[src/rtl/comparator_seq_ctrl.sv]
// Iterative wide-operand magnitude compare controller: walks operand nibbles MSB-first through an
// external comparator_4b, chaining its cascade inputs from the previous nibble's registered result.
module comparator_seq_ctrl #(
  parameter int WIDTH      = 16,
  parameter bit EARLY_EXIT = 1'b1
) (
  input  logic             clk,
  input  logic             rst_n,
  input  logic             start_valid,
  output logic             start_ready,
  input  logic [WIDTH-1:0] op_a,
  input  logic [WIDTH-1:0] op_b,
  output logic [3:0]       nib_a,
  output logic [3:0]       nib_b,
  output logic             casc_l,
  output logic             casc_g,
  output logic             casc_m,
  input  logic             cmp_l,
  input  logic             cmp_g,
  input  logic             cmp_m,
  output logic             res_valid,
  input  logic             res_ready,
  output logic             res_l,
  output logic             res_g,
  output logic             res_m,
  output logic             err
);

  localparam int NIB = WIDTH / 4;
  localparam int IW  = (NIB > 1) ? $clog2(NIB) : 1;
  localparam logic [IW-1:0] IDX_LAST = IW'(NIB - 1);

  typedef enum logic [1:0] {IDLE, RUN, DONE} state_t;

  state_t           state;
  logic [WIDTH-1:0] a_reg;
  logic [WIDTH-1:0] b_reg;
  logic [IW-1:0]    idx;
  logic [IW+1:0]    bit_base;
  logic [WIDTH-1:0] a_shift;
  logic [WIDTH-1:0] b_shift;
  logic             one_hot;
  logic             decided;

  // Shift rather than indexed part-select keeps the select width independent of WIDTH.
  assign bit_base = {idx, 2'b00};
  assign a_shift  = a_reg >> bit_base;
  assign b_shift  = b_reg >> bit_base;

  always_comb begin
    nib_a = 4'h0;
    nib_b = 4'h0;
    if (state == RUN) begin
      nib_a = a_shift[3:0];
      nib_b = b_shift[3:0];
    end
  end

  assign one_hot = ({cmp_l, cmp_g, cmp_m} == 3'b100) ||
                   ({cmp_l, cmp_g, cmp_m} == 3'b010) ||
                   ({cmp_l, cmp_g, cmp_m} == 3'b001);
  assign decided = (idx == '0) || (EARLY_EXIT && (cmp_l || cmp_m));

  always_ff @(posedge clk or negedge rst_n) begin
    if (!rst_n) begin
      state       <= IDLE;
      a_reg       <= '0;
      b_reg       <= '0;
      idx         <= '0;
      casc_l      <= 1'b0;
      casc_g      <= 1'b0;
      casc_m      <= 1'b0;
      res_l       <= 1'b0;
      res_g       <= 1'b0;
      res_m       <= 1'b0;
      res_valid   <= 1'b0;
      err         <= 1'b0;
      start_ready <= 1'b1;
    end else begin
      case (state)
        IDLE: begin
          if (start_valid) begin
            a_reg       <= op_a;
            b_reg       <= op_b;
            idx         <= IDX_LAST;
            casc_l      <= 1'b0;
            casc_g      <= 1'b1;
            casc_m      <= 1'b0;
            err         <= 1'b0;
            start_ready <= 1'b0;
            state       <= RUN;
          end
        end
        RUN: begin
          casc_l <= cmp_l;
          casc_g <= cmp_g;
          casc_m <= cmp_m;
          err    <= err | ~one_hot;
          if (decided) begin
            res_l     <= cmp_l;
            res_g     <= cmp_g;
            res_m     <= cmp_m;
            res_valid <= 1'b1;
            state     <= DONE;
          end else begin
            idx <= idx - 1'b1;
          end
        end
        DONE: begin
          // start_ready stays low here, so no accept can overlap the result handshake.
          if (res_ready) begin
            res_valid   <= 1'b0;
            start_ready <= 1'b1;
            state       <= IDLE;
          end
        end
        default: state <= IDLE;
      endcase
    end
  end

endmodule

[config.mk]
export PLATFORM = sky130hd
export DESIGN_NAME = comparator_seq_ctrl
export DESIGN_NICKNAME = d
export VERILOG_FILES = /design/src/rtl/comparator_seq_ctrl.sv
export SDC_FILE = /design/constraint.sdc
export NUM_CORES = 1
export LEC_CHECK = 0
export BUFFER_PORTS_ARGS = -buffer_cell sky130_fd_sc_hd__buf_2
export CORE_MARGIN = 4
export CORE_UTILIZATION = 47
export CTS_CLUSTER_DIAMETER = 100
export DETAILED_ROUTE_END_ITERATION = 8
export PLACE_DENSITY = 0.76
export SLEW_MARGIN = 20
export SYNTH_ARGS = -nofsm -noshare
export SYNTH_HDL_FRONTEND = slang
export SYNTH_SLANG_ARGS = --single-unit
[constraint.sdc]
create_clock -name clk -period 2.1 [get_ports clk]
set_clock_uncertainty 0.2 [all_clocks]
set_input_delay 0.21 -clock clk [delete_from_list [all_inputs] [get_ports clk]]
set_output_delay 0.21 -clock clk [all_outputs]
set_load 0.1 [all_outputs]
==> flow_summary.yaml, run 1 <==
placed_design:
  detailed_place.area_um2: 2410
  place_congestion: 0.797
  dp_hpwl_um: 2990
  io_buffer_count: 55
layout:
  final_nets: 278
  design_area_um2: 2990
  final_common_cell: "buf_2"
  n_antenna_cell: 0
  mostFrequentLayoutCells: "47 x buf_2, 44 x dfrtp_1, 34 x dlygate4sd3_1, 30 x mux2_2"
  multi_input_area_um2: 860
  drive_gt1_share_pct: 52.3
  nFillCells: 290
  regArea_um2: 1130
  areaGrowthSynthToFinish_pct: 45.6
clocking:
  clk_pin_slew_ns: 0.08
  clockBufferDepth: 2
  cts_tree: "yes"
  clkSinkCount: 45
  htreeDepth: 2
  cts_made_buffers: 5
  cts_root_buf: "clkbuf_8"
  insertion_delay_ns: 0.29
sta:
  worst_slew_pin_slew_ns: 0.556
  fmax_mhz: 473
  rsz0062_at_grt: "yes"
  drv_slew: 0
  final.period_utilization_pct: 101
  period_minus_slack_ns: 2.11
  hold_viol: 0
  setup_ws_ns: -0.0148
  setup_viol: 2
  slew_headroom_pct: 62.9
synthesis:
  synth.area.top_cells: "dfrtp_1 54%, mux2_2 16%, mux4_2 7.7%"
  ys_warn_count: 0
  syn_nets: 179
  synth_edf_count: 0
  synth_top_area_cell: "dfrtp_1"
  ys_seq_area_share_pct: 54.9
  ys_ff_latch: 45
  avgSynthCellArea_um2: 14.8
  async_reset_ff_share_pct: 100
  syn_inst: 139
  synth.cell_area_um2: 2050
  netlist.area_leader.share_pct: 53.7
  synth_cell_types: 32
  synthFlopType: "dfrtp_1"
global_route:
  track_usage_pct: 18.8
  antenna_found_initial: 0
  grt_max_degree: 46
  grt_overflow: 0
  grt_pass1_wl_um: 7650
  grt_pass1_vias: 1560
die:
  dieHeight_um: 74.1
  io_pins: 56
  die_w_um: 74.1
  start_util_pct: 49.9
  dieArea_um2: 5490
  core_area_um2: 4120
  fp-row-count: 23
worst_setup_path:
  crit_type: "register to primary output"
  path_cells: "buf_6 -> mux4_2 -> and2_4 -> buf_12"
  slowest_delay_ns: 0.50
  endpoint_kind: "primary output"
  cp_slowest_cell: "mux4_2"
  crit_arrival_ns: 1.70
  worst-path-stages: 4
  start_kind: "register"
  worstPathMaxFanout: 3
  cpLargestDelayFamily: "multiplexers"
  critPathRequiredTime_ns: 1.69
  r2r_cells: 7
  critPathBufInv: 2
min_path:
  hold_depth: 2
  min_path_type: "input pin to register"
pwr:
  total_power_uw: 4950
  powerDensity_nw_per_um2: 1660
  leakagePower_uw: 0.00136
  peakVddDrop_mv: 0.731
routing:
  routed_wirelength_um: 4620
  vias_per_cell: 5.22
  wl_per_cell_um: 16.0
  drt_iter0_markers: 42
  drtPass1Iterations: 4
  ant_nets: 0
  drc_errors: 0
  via_count: 1508
run_status:
  status: "finished with violations"
  failed_checks: "setup timing"
job:
  drv_cap: 0
## metrics by stage
| step | std cells | setup TNS (ns) | util, % | setup slack [ns] | hold WS, ns |
|---|---|---|---|---|---|
| global placement | 246 | 0 | 58.6 | 0.180 | 0.105 |
| CTS | 289 | -0.0497 | 72.5 | -0.0164 | 0.00203 |
| global route | 289 | -0.423 | 72.6 | -0.0674 | 0.0168 |
| detailed placement | 246 | 0 | 58.6 | 0.154 | 0.125 |
| finish | 289 | -0.0210 | 72.6 | -0.0148 | 0.00889 |
| floorplan | 139 | 0 | - | 0.0569 | -0.286 |
## final cells by class
type	instances	share of cell area, %
tap	50	2.09
inverter	5	0.628
timing repair buffer	100	27.8
sequential	45	37.7
clock buffer	8	3.02
multi-input combinational	81	28.8
## metal layers
metal  share of wire [%]  GRT usage, %  up-vias
met5                   0             0        -
li1                    -             -      701
met4                 1.8          7.04        0
met2                  54          32.8       48
met3                 6.1          4.46        8
met1                  38          22.5      751
## kinds of logic (layout without fill, tap and decap cells)
group | after synthesis | count (layout) | synth area share [%]
adder cells (fa/ha/maj) | 1 | 1 | 0.610
multiplexers | 41 | 41 | 27.1
buffers and inverters | 13 | 113 | 4.09
AND/OR/NAND/NOR | 21 | 21 | 6.65
AO/OA/AOI/OAI | 17 | 17 | 6.22
flip-flops | 45 | 45 | 54.9
XOR/XNOR | 1 | 1 | 0.427
## report_power, final
part | total [uW] | switching (uW) | leakage (uW) | internal [uW]
registers | 1550 | 247 | 0.000523 | 1300
logic | 2850 | 1690 | 0.000790 | 1170
clock network | 548 | 279 | 0.0000455 | 269
## worst register-to-register path: stages (launching register included)
cell and delay (ns):
dfrtp_1 0.42, buf_6 0.14, buf_4 0.12, inv_1 0.04, ha_1 0.20, nor3_2 0.19, nand2b_2 0.20, mux2_1 0.33
## cells in the mapped netlist, types with 2 or more instances
| library cell | count |
|---|---|
| buf_6 | 3 |
| buf_2 | 2 |
| clkbuf_1 | 2 |
| mux2_1 | 3 |
| nand2_1 | 4 |
| nand2b_1 | 4 |
| a22o_1 | 4 |
| inv_1 | 5 |
| mux4_2 | 7 |
| and2_1 | 8 |
| a21oi_1 | 4 |
| dfrtp_1 | 44 |
| mux2_2 | 30 |
## what timing repair did
item                       in CTS  in global routing
resized for setup              44                  1
hold buffers                   34                  0
setup buffers                   1                  0
hold endpoints to repair       77                  0
setup endpoints to repair       8                  9
## worst paths after layout
| kind | from | to | slack, ns |
|---|---|---|---|
| max in group asynchronous | rst_n | start_ready | 1.00 |
| min in group asynchronous | rst_n | b_reg[11] | 0.31 |
| hold / removal | cmp_g | res_g | 0.009 |
| setup reg to reg | idx[0] | res_g | 0.15 |
| hold reg to reg | b_reg[11] | b_reg[11] | 0.29 |
| setup / recovery | idx[0] | nib_b[2] | -0.01 |
Note: power is estimated with default switching activity, not from simulation.
==> inputs of run 2 (changes only) <==
Settings changed: CORE_UTILIZATION 47 to 55, PLACE_DENSITY 0.76 to 0.83.
Clock period 2.1 ns to 2.7 ns, I/O delays scaled along.
==> run 2 against run 1 <==
- the run now ends clean
- hold slack got worse by 0.0033 ns
- die area fell by 13%
- core utilization fell by 1.9 points
- sequential cell count did not move
- setup slack improved by 0.20 ns
==> flow_summary.yaml, run 2 (same netlist as run 1, synthesis figures left out) <==
routing:
  routed_wirelength_um: 4030
  drtPass1Iterations: 4
  ant_nets: 0
  drc_errors: 0
  vias_per_cell: 5.38
  wl_per_cell_um: 16.4
  drt_iter0_markers: 51
  via_count: 1324
global_route:
  grt_max_degree: 46
  antenna_found_initial: 0
  grt_pass1_wl_um: 6750
  grt_pass1_vias: 1462
  grt_overflow: 0
  track_usage_pct: 17.7
worst_setup_path:
  crit_arrival_ns: 2.04
  worstPathMaxFanout: 8
  cp_slowest_cell: "dfrtp_1"
  crit_type: "register to primary output"
  path_cells: "buf_4 -> mux4_2 -> and2_1 -> buf_2"
  slowest_delay_ns: 0.54
  endpoint_kind: "primary output"
  critPathRequiredTime_ns: 2.23
  start_kind: "register"
sta:
  fmax_mhz: 398
  hold_viol: 0
  period_minus_slack_ns: 2.51
  worst_slew_pin_slew_ns: 0.957
  setup_viol: 0
  final.period_utilization_pct: 93.0
  rsz0062_at_grt: "no"
  drv_slew: 0
  tns_ns: 0
  slew_headroom_pct: 36.2
die:
  start_util_pct: 59.2
  dieHeight_um: 69.1
  dieArea_um2: 4770
  io_pins: 56
  fp-row-count: 21
  core_area_um2: 3470
  die_w_um: 69.1
job:
  drv_cap: 0
layout:
  final_nets: 239
  mostFrequentLayoutCells: "55 x buf_2, 44 x dfrtp_1, 30 x mux2_2, 8 x and2_1, 7 x mux4_2"
  final_common_cell: "buf_2"
  nFillCells: 273
  n_antenna_cell: 0
  drive_gt1_share_pct: 53.0
  areaGrowthSynthToFinish_pct: 19.5
placed_design:
  place_congestion: 0.733
  io_buffer_count: 55
  dp_hpwl_um: 2960
clocking:
  cts_made_buffers: 5
  cts_tree: "yes"
  insertion_delay_ns: 0.29
  clk_pin_slew_ns: 0.08
  clockBufferDepth: 2
  cts_root_buf: "clkbuf_8"
  htreeDepth: 2
  cts_resized: 0
  cts_setup_buffers: 0
  clkSinkCount: 45
run_status:
  status: "finished, final reports clean"
min_path:
  min_path_type: "input pin to register"
run 2: changes by cell type in the layout (fill, tap and decap cells not counted), moves of 3 or more:
| cell | delta |
|---|---|
| buf_4 | -5 |
| buf_12 | -8 |
| buf_6 | -3 |
| buf_2 | +8 |
| and2_1 | +8 |
| dlygate4sd3_1 | -31 |
| and2_4 | -8 |
run 2: layout make-up:
cell class	instances	area [um^2]	share of cell area, %
Sequential cell	45	1130	46.0
Multi-Input combinational cell	81	841	34.3
Timing Repair Buffer	61	328	13.4
Clock buffer	8	80.1	3.27
Tap cell	46	57.6	2.35
Inverter	5	18.8	0.765
run 2: timing repair:
action / CTS / global route
endpoints found under the hold margin: 45 / 1
hold buffers: 2 / 1
setup endpoints to repair: 0 / 0
run 2: path summary, 6_finish.rpt:
path	start	endpoint	slack, ns	cells past startpoint
max	idx[0]	nib_b[1]	0.19	4
min	op_b[13]	b_reg[13]	0.006	2
max reg2reg	idx[1]	res_g	0.50	5
min reg2reg	b_reg[7]	b_reg[7]	0.29	1
max in group asynchronous	rst_n	casc_g	1.23	2
min in group asynchronous	rst_n	b_reg[7]	0.47	2
run 2: worst max-delay path: cells and delay by family (launching register included):
kind / cells / cell delay [ns]
buf+inv: 2 / 0.53
flops: 1 / 0.54
mux: 1 / 0.49
simple gates: 1 / 0.17
run 2: per-stage QoR:
stage                     utilization [%]  instances  setup slack, ns  hold slack, ns  area (um^2)
after floorplan                         -        139            0.474          -0.226         2050
after global placement               67.5        235            0.550           0.249         2340
after detailed placement             67.5        235            0.495           0.279         2340
after CTS                            70.4        245            0.168        0.000285         2440
after global routing                 70.7        246           0.0917         0.00206         2450
final                                70.7        246            0.190         0.00555         2450
run 2: metal layers:
layer	vias to the layer above	share of wire (%)	track usage (%)	wire length, um
met5	-	0	0	0
met4	0	1.6	7.16	65
met3	7	6.3	4.36	254
met2	45	54	31.1	2160
met1	647	39	20.4	1550
li1	625	-	-	-
Power of run 2 is not shown: default switching activity piles up to over one toggle a cycle in this logic, so the estimate is an artifact.
==> inputs of run 3 (changes only) <==
Settings changed: ABC_AREA set to 1, CORE_UTILIZATION 55 to 56, CTS_CLUSTER_SIZE set to 14, PLACE_DENSITY 0.83 to 0.84.
==> run 3 against run 2 <==
- cell area rose by 13%
- die area shrank 0.68%
- setup slack better by 0.21 ns
- via count up 46%
- final cell count grew 59%
- hold slack lost 0.0035 ns
- critical path depth unchanged
- register-to-register slack better by 0.41 ns
- critical endpoint is now nib_a[0]
- core utilization up 9.6 points
- non-clock buffer count up 27
==> flow_summary.yaml, run 3 <==
layout:
  n_antenna_cell: 0
  nFillCells: 254
  areaGrowthSynthToFinish_pct: 33.3
  finalNonFillerCells: 392
  mostFrequentLayoutCells: "117 x nand2_1, 55 x buf_2, 44 x dfrtp_1, 36 x nor2_1, 32 x dlygate4sd3_1"
  design_area_um2: 2760
  final_core_util_pct: 80.3
  final_nets: 385
  multi_input_area_um2: 855
  drive_gt1_share_pct: 22.5
  final_common_cell: "nand2_1"
  regArea_um2: 1130
synthesis:
  syn_inst: 260
  avgSynthCellArea_um2: 7.97
  synth_edf_count: 0
  synth_cell_types: 20
  synth.area.top_cells: "dfrtp_1 53%, nand2_1 21%, nor2_1 6.5%"
  async_reset_ff_share_pct: 100
  synth.cell_area_um2: 2070
  ys_warn_count: 0
  yosysMostFrequentCell: "nand2_1"
  syn_nets: 300
  synth_top_area_cell: "dfrtp_1"
  synthFlopType: "dfrtp_1"
  synthTopCellsByCount: "117 x nand2_1, 44 x dfrtp_1, 36 x nor2_1"
  ys_seq_area_share_pct: 54.4
  netlist.area_leader.share_pct: 53.1
  ys_ff_latch: 45
clocking:
  cts_tree: "yes"
  htreeDepth: 2
  clk_pin_slew_ns: 0.08
  insertion_delay_ns: 0.29
  cts_resized: 0
  cts_setup_buffers: 0
  clkSinkCount: 45
  clockBufferDepth: 2
  cts_root_buf: "clkbuf_8"
  cts_made_buffers: 5
global_route:
  grt_pass1_wl_um: 8500
  track_usage_pct: 24.5
  grt_overflow: 0
  grt_max_degree: 46
  antenna_found_initial: 0
  grt_pass1_vias: 1867
worst_setup_path:
  cp_slowest_cell: "buf_2"
  slowest_delay_ns: 0.44
  worstPathMaxFanout: 18
  r2r_cells: 6
  path_cells: "inv_1 -> o21ai_0 -> a21oi_2 -> buf_2"
  crit_start: "idx[0]"
  reg2reg_slack_ns: 0.91
  critPathRequiredTime_ns: 2.23
  rr_endpoint: "casc_m"
  endpoint_kind: "primary output"
  start_kind: "register"
  r2r-start: "state[1]"
  crit_end: "nib_a[0]"
  crit_arrival_ns: 1.83
  crit_type: "register to primary output"
die:
  dieHeight_um: 68.8
  die_w_um: 68.8
  dieArea_um2: 4740
  core_area_um2: 3440
  io_pins: 56
  fp-row-count: 21
  start_util_pct: 60.2
routing:
  drt_iter0_markers: 182
  routed_wirelength_um: 5040
  wl_per_cell_um: 12.9
  vias_per_cell: 4.92
  ant_nets: 0
  drtPass1Iterations: 4
  drc_errors: 0
  via_count: 1929
run_status:
  status: "finished, final reports clean"
sta:
  rsz0062_at_grt: "no"
  setup_viol: 0
  tns_ns: 0
  hold_viol: 0
  setup_ws_ns: 0.400
  fmax_mhz: 435
  worst_slew_pin_slew_ns: 0.952
  final.period_utilization_pct: 85.2
  slew_headroom_pct: 36.5
  drv_slew: 0
  period_minus_slack_ns: 2.30
placed_design:
  dpl.cell_count: 352
  detailed_place.area_um2: 2360
  place_congestion: 0.833
  dp_hpwl_um: 3190
  dpl_worst_slack_ns: 0.748
  io_buffer_count: 55
pwr:
  leakagePower_uw: 0.00147
  peakVddDrop_mv: 0.623
  powerDensity_nw_per_um2: 1250
job:
  drv_cap: 0
min_path:
  hold_depth: 3
  min_path_type: "input pin to register"
## run 3: changes by cell type after synthesis, sizes merged, moves of 8 or more
cell   change
mux2      -33
nor2      +38
o21ai     +24
and2       -8
mux4       -8
nand2    +114
## run 3: power by group
group / switching (uW) / internal (uW)
Clock: 207 / 184
Sequential: 221 / 995
Combinational: 1420 / 429
## run 3: per-stage QoR
stage / total power [uW] / hold slack, ns
floorplan: 2730 / -0.226
global placement: 2990 / 0.250
detailed placement: 3030 / 0.251
CTS: 3470 / 0.00308
global route: 3710 / 0.00727
finish: 3460 / 0.00203
## run 3: logic make-up (layout without fill, tap and decap cells)
logic type      after synthesis  after routing  share of synthesized area (%)
compound gates               34             34                           8.39
fa+ha+maj                     1              1                          0.603
buf+inv                      20            106                           5.85
flops                        45             45                           54.4
simple gates                160            160                           30.8
## run 3: worst max-delay path: cells and delay by family, from the launching register on
kind / cells / cell delay (ns)
AOI/OAI and AO/OA: 2 / 0.37
buffers and inverters: 2 / 0.78
DFF: 1 / 0.38
## run 3: how the worst min path moves through the flow
| stage | from | to | slack, ns |
|---|---|---|---|
| 5_1_grt | op_a[6] | a_reg[6] | 0.007 |
| 6_report | op_a[6] | a_reg[6] | 0.002 |
| 4_1_cts | op_a[6] | a_reg[6] | 0.003 |
| 2_1_floorplan | rst_n | a_reg[0] | -0.23 |
| 3_3_place_gp | start_ready | start_ready | 0.25 |
| 3_5_place_dp | start_ready | start_ready | 0.25 |
## run 3: routing by layer
layer  part of all wire [%]  global-route usage, %  up-vias
met3                    5.7                   5.67        7
met5                      0                      0        -
met1                     44                   31.2      887
met2                     49                   41.8       61
li1                       -                      -      974
met4                    1.3                   6.57        0
## run 3: layout make-up
type                       count  share of cell area [%]
timing repair buffer          88                    21.8
sequential                    45                    40.8
multi-input combinational    195                    30.9
inverter                      10                    1.45
clock buffer                   8                    2.90
tap                           46                    2.08
## run 3: timing repair
item,in CTS,in global routing
endpoints found under the setup margin,0,0
hold endpoints to repair,75,0
hold buffers,32,0
